### config.mk
export PLATFORM = sky130hd
export DESIGN_NAME = fog_loop_sequencer
export DESIGN_NICKNAME = d
export VERILOG_FILES = /design/src/rtl/fog_loop_sequencer.sv
export SDC_FILE = /design/constraint.sdc
export NUM_CORES = 1
export LEC_CHECK = 0
export CORE_ASPECT_RATIO = 0.5
export CORE_MARGIN = 10
export CORE_UTILIZATION = 45
export DETAILED_ROUTE_END_ITERATION = 8
export DONT_BUFFER_PORTS = 1
export GPL_ROUTABILITY_DRIVEN = 0
export PLACE_DENSITY = 0.68
export RECOVER_POWER = 25
export SYNTH_ARGS = -nofsm -noshare
export SYNTH_HDL_FRONTEND = slang
export SYNTH_SLANG_ARGS = --single-unit
### constraint.sdc
create_clock -name i_clk -period 4.3 [get_ports i_clk]
set_input_delay 0.86 -clock i_clk [delete_from_list [all_inputs] [get_ports i_clk]]
set_output_delay 0.86 -clock i_clk [all_outputs]
set_load 0.005 [all_outputs]
### src/rtl/fog_loop_sequencer.sv
// FOG closed-loop start-up / gain-scheduling sequencer.
// Holds the loop open while the front end settles, closes it with coarse
// gains, switches to fine gains once the error stays in band, and falls
// back to coarse gains (counting the event) when lock is lost.
module fog_loop_sequencer #(
    parameter int unsigned SETTLE_CNT = 1000,
    parameter int unsigned LOCK_CNT   = 16,
    parameter int unsigned UNLOCK_CNT = 4
) (
    input  logic        i_clk,
    input  logic        i_rst_n,
    input  logic        i_start,
    input  logic        i_trig,
    input  logic [31:0] i_err,
    input  logic [31:0] i_err_th,
    input  logic [31:0] i_gain_coarse_step,
    input  logic [31:0] i_gain_fine_step,
    input  logic [31:0] i_gain_coarse_ramp,
    input  logic [31:0] i_gain_fine_ramp,
    output logic        o_fb_ON,
    output logic [31:0] o_gainSel_step,
    output logic [31:0] o_gainSel_ramp,
    output logic [1:0]  o_state,
    output logic        o_locked,
    output logic [15:0] o_relock_cnt
);

    typedef enum logic [1:0] {
        IDLE    = 2'd0,
        SETTLE  = 2'd1,
        ACQUIRE = 2'd2,
        TRACK   = 2'd3
    } state_t;

    // A settle length of 0 behaves like 1.
    localparam int unsigned SETTLE_EFF  = (SETTLE_CNT == 0) ? 1 : SETTLE_CNT;
    localparam logic [31:0] SETTLE_LAST = 32'(SETTLE_EFF - 1);
    localparam logic [15:0] LOCK_TGT    = 16'(LOCK_CNT);
    localparam logic [15:0] UNLOCK_TGT  = 16'(UNLOCK_CNT);

    state_t      state, state_nxt;
    logic [31:0] settle_cnt, settle_nxt;
    logic [15:0] in_cnt, in_nxt, out_cnt, out_nxt, relock_nxt;
    logic [15:0] in_inc, out_inc;
    logic [31:0] abs_err;
    logic        in_band;

    assign o_state = state;

    // |i_err| with the most negative value saturated, then unsigned band compare
    always_comb begin
        abs_err = i_err[31] ? (~i_err + 32'd1) : i_err;
        if (i_err == 32'h8000_0000) abs_err = 32'h7FFF_FFFF;
        in_band = (abs_err <= i_err_th);
        in_inc  = (in_cnt  == 16'hFFFF) ? in_cnt  : in_cnt  + 16'd1;
        out_inc = (out_cnt == 16'hFFFF) ? out_cnt : out_cnt + 16'd1;
    end

    // Next-state and counter updates; dropping i_start overrides everything
    always_comb begin
        state_nxt  = state;
        settle_nxt = settle_cnt;
        in_nxt     = in_cnt;
        out_nxt    = out_cnt;
        relock_nxt = o_relock_cnt;
        if (!i_start) begin
            state_nxt  = IDLE;
            settle_nxt = '0;
            in_nxt     = '0;
            out_nxt    = '0;
        end else begin
            case (state)
                IDLE: begin
                    state_nxt  = SETTLE;
                    settle_nxt = '0;
                end
                SETTLE: begin
                    if (settle_cnt == SETTLE_LAST) state_nxt = ACQUIRE;
                    settle_nxt = settle_cnt + 32'd1;
                end
                ACQUIRE: begin
                    if (i_trig) begin
                        if (!in_band) begin
                            in_nxt = '0;
                        end else if (in_inc >= LOCK_TGT) begin
                            state_nxt = TRACK;
                            in_nxt    = '0;
                            out_nxt   = '0;
                        end else begin
                            in_nxt = in_inc;
                        end
                    end
                end
                TRACK: begin
                    if (i_trig) begin
                        if (in_band) begin
                            out_nxt = '0;
                        end else if (out_inc >= UNLOCK_TGT) begin
                            state_nxt  = ACQUIRE;
                            in_nxt     = '0;
                            out_nxt    = '0;
                            relock_nxt = (o_relock_cnt == 16'hFFFF) ? o_relock_cnt
                                                                    : o_relock_cnt + 16'd1;
                        end else begin
                            out_nxt = out_inc;
                        end
                    end
                end
                default: state_nxt = IDLE;
            endcase
        end
    end

    // State, counters and Moore outputs, all following the next state
    always_ff @(posedge i_clk or negedge i_rst_n) begin
        if (!i_rst_n) begin
            state          <= IDLE;
            settle_cnt     <= '0;
            in_cnt         <= '0;
            out_cnt        <= '0;
            o_relock_cnt   <= '0;
            o_fb_ON        <= 1'b0;
            o_locked       <= 1'b0;
            o_gainSel_step <= '0;
            o_gainSel_ramp <= '0;
        end else begin
            state          <= state_nxt;
            settle_cnt     <= settle_nxt;
            in_cnt         <= in_nxt;
            out_cnt        <= out_nxt;
            o_relock_cnt   <= relock_nxt;
            o_fb_ON        <= (state_nxt == ACQUIRE) || (state_nxt == TRACK);
            o_locked       <= (state_nxt == TRACK);
            o_gainSel_step <= (state_nxt == TRACK) ? i_gain_fine_step : i_gain_coarse_step;
            o_gainSel_ramp <= (state_nxt == TRACK) ? i_gain_fine_ramp : i_gain_coarse_ramp;
        end
    end

endmodule

==> reports/metrics.csv <==
stage,metric,value,unit
die,pin_count,280,
outcome,status,"finished, violations left",
sta,fin_setup_tns,-109.31,ns
worst_setup_path,crit_slowest_cell,or4_4,
worst_setup_path,crit_top_cell,or4_4,
worst_setup_path,max_stage_delay,0.52,ns
power_and_ir_drop,p_leak,4.469,nW
synth,synth_edf_count,0,
synth,ys_async_sr_fraction,100.0,%
placement,io_buffers,0,
die,dieHeight,116.9,um
worst_setup_path,critical_path_required,4.59,ns
sta,max_freq,183.5,MHz
synth,ys.flop_type,dfrtp_1,
route,routedWlPerCell,20.23,um
sta,hold_violations,0,
route,dr.pass1.iters,5,
power_and_ir_drop,p_per_area,312.0,nW/um^2
synth,synthCells,862,
worst_setup_path,cp-start-kind,input pin,
placement,post-place-ws,-1.704,ns
global_routing,track_usage,17.56,%
route,drt_wl_total,23810,um
global_routing,grt-ovfl-total,0,
die,chipWidth,213.8,um
clocking,htree_levels,4,
worst_setup_path,crit_type,input pin to flop,
clocking,cts_max_path_buffers,2,
route,vias_per_cell,5.658,
sta,clock_skew,0.01624,ns
layout,area_growth,19.60,%
clocking,cts_tree,yes,
placement,place_area,9144,um^2
clocking,cts_buffers,17,
clocking,clock_sinks,148,
die,die_area,25000,um^2
route,vias,6660,
layout,layout_commonest_cell,dfrtp_1,
sta,period_needed,5.449,ns
route,ant_nets,0,
global_routing,grt_max_degree,149,
sta,slew_viol_final,0,
synth,synth_seq_area_share,43.82,%
global_routing,antenna_found_initial,4,
sta,slew_headroom,17.63,%
global_routing,grt_pass1_wl,34920,um
worst_setup_path,arrival,5.74,ns
global_routing,grt_use_met2,28.90,%
power_and_ir_drop,peakVddDrop,0.0002378,V
synth,synth.avg_cell_area,9.805,um^2
synth,synth_cell_type_count,70,
route,drc,0,
global_routing,first_global_vias,6459,
die,core,18440,um^2
layout,nNetsFinal,1134,
power_and_ir_drop,finalPower,0.003154,W
die,rows,35,
sta,setup_ws,-1.149,ns
global_routing,use_met3,6.300,%
synth,synth_nets,1095,
synth,ys_ff_latch,148,
layout,fillers,1548,
outcome,violations,negative setup slack,
sta,tightestPinTransition,1.231,ns
layout,drive_gt1_share,18.82,%
worst_setup_path,critPathCaptureType,flop,
route,drtIter0Drc,462,
placement,hpwl,18020,um
die,start_util,45.84,%
worst_setup_path,crit_fanout,11,
min_path,min_path_type,input pin to async pin,
flow_run,maxCapViolations,0,
layout,final_cell_mix,"148 x dfrtp_1, 98 x nand2_1, 54 x o21ai_0",
clocking,clk_latency,0.42,ns
clocking,cts_root_buf,clkbuf_16,
worst_setup_path,worstPathCellList,inv_12 -> ha_4 -> or4b_4 -> nor4b_4 -> nand3_2 -> or3_4 -> or4_4 -> or2_4 -> buf_12 -> nand2_1 -> ha_1 -> nand4_1 -> nor2_1 -> o2bb2ai_1 -> or4_4 -> a311o_2 -> nor4_4 -> a21bo_4 -> buf_6 -> buf_16 -> mux2_2,
layout,fin_util,54.83,%
sta,min_period_over_period,126.7,%
synth,synthesis.area,8452,um^2
sta,finalSetupViolations,114,
global_routing,grt_use_met1,21.95,%
sta,rsz0062_at_grt,yes,
global_routing,top_usage_layer,met2,
layout,final_cell_area,10110,um^2
synth,yosysWarnings,0,
clocking,clk_pin_slew_worst_paths,0.07,ns
where the power goes:
group | switching, W | total, W | internal (W)
sequential | 0.0000326 | 0.00146 | 0.00143
clock | 0.000648 | 0.00142 | 0.000768
combinational | 0.000135 | 0.000278 | 0.000144
critical path: cells and delay by family:
kind | cells | cell delay, ns
simple gates | 11 | 2.88
fa+ha+maj | 2 | 0.35
mux | 1 | 0.35
buf+inv | 4 | 0.46
compound gates | 3 | 0.82
cell usage after synthesis, types with 2 or more instances:
cell type,n,area share (%)
nand2b_1,3,0.22
and2_1,28,2.1
o22a_1,2,0.21
clkbuf_1,22,0.98
o21a_1,2,0.18
nand2_2,6,0.44
mux2_2,18,2.4
a211oi_1,5,0.44
ha_1,37,5.5
o311ai_0,2,0.21
and3_1,13,0.96
nor3_1,18,1.1
o41ai_1,3,0.31
nor4_2,3,0.44
buf_2,2,0.12
mux2_1,49,6.5
a22o_1,6,0.62
o211ai_1,2,0.18
buf_6,9,1.2
inv_1,49,2.2
o31ai_1,12,1.1
xor2_1,50,5.2
xnor2_1,9,0.93
or3_1,7,0.52
nor4_1,19,1.4
a21oi_1,21,1.2
and4_1,8,0.83
or4_1,5,0.44
nor2_1,38,1.7
nor2b_1,2,0.15
o21ai_0,55,3.3
nand4_1,31,2.3
a311oi_1,3,0.31
nand3_1,32,1.9
o32ai_1,2,0.21
a31oi_1,8,0.59
dfrtp_1,148,44
nand2_1,101,4.5
sequential cells by signal, summed over array words and instances, names as in the netlist:
name	cells
settle_cnt	32
o_gainSel_ramp	32
o_state	2
o_locked	1
o_fb_ON	1
out_cnt	16
o_relock_cnt	16
in_cnt	16
o_gainSel_step	32
per-layer routing:
metal	wire, um	up-vias	share of wire [%]
li1	-	3182	-
met1	9833	3221	41
met2	11690	238	49
met3	2071	19	8.7
met4	222	0	0.93
met5	0	-	0
metrics by stage:
| step | hold WS, ns | std cells |
|---|---|---|
| floorplan | 0.4650 | 862 |
| global placement | 0.4977 | 1125 |
| detailed placement | 0.4995 | 1125 |
| CTS | 0.1254 | 1165 |
| global route | 0.1217 | 1175 |
| finish | 0.1377 | 1177 |
final timing paths:
path	startpoint	end	slack, ns	cells past startpoint
max	i_err[0]	o_gainSel_step[14]	-1.15	21
min	i_rst_n	settle_cnt[20]	0.14	0
max reg2reg	out_cnt[0]	o_gainSel_step[14]	1.12	11
min reg2reg	in_cnt[15]	in_cnt[15]	0.51	1
max in group asynchronous	i_rst_n	o_gainSel_ramp[10]	3.88	0
min in group i_clk	in_cnt[15]	in_cnt[15]	0.51	1
kinds of logic after synthesis:
kind of cell / synth area share (%)
and+or+nand+nor: 20.43
xor gates and xnor gates: 6.114
buffers and inverters: 4.574
muxes: 9.045
DFF: 43.82
adders and majority gates: 5.477
AOI/OAI and AO/OA: 10.54
what timing repair did:
item	4_1_cts	5_1_grt
buffers inserted	5	6
cloned	3	2
setup endpoints to repair	114	114
pin swaps	1	1
hold buffers	0	0
resized for setup	23	15
area by class of cell:
type	count	area, um^2	share of cell area (%)
multi-input cells	630	4697	46.47
flip-flops and latches	148	3704	36.64
repair buffers	55	598.1	5.917
clock buffers	18	429.2	4.246
well taps	259	324.1	3.206
inverters	49	203.9	2.018
clock inverters	14	142.6	1.411
diodes	4	10.01	0.09902
Power figures use the tool's default switching activity.
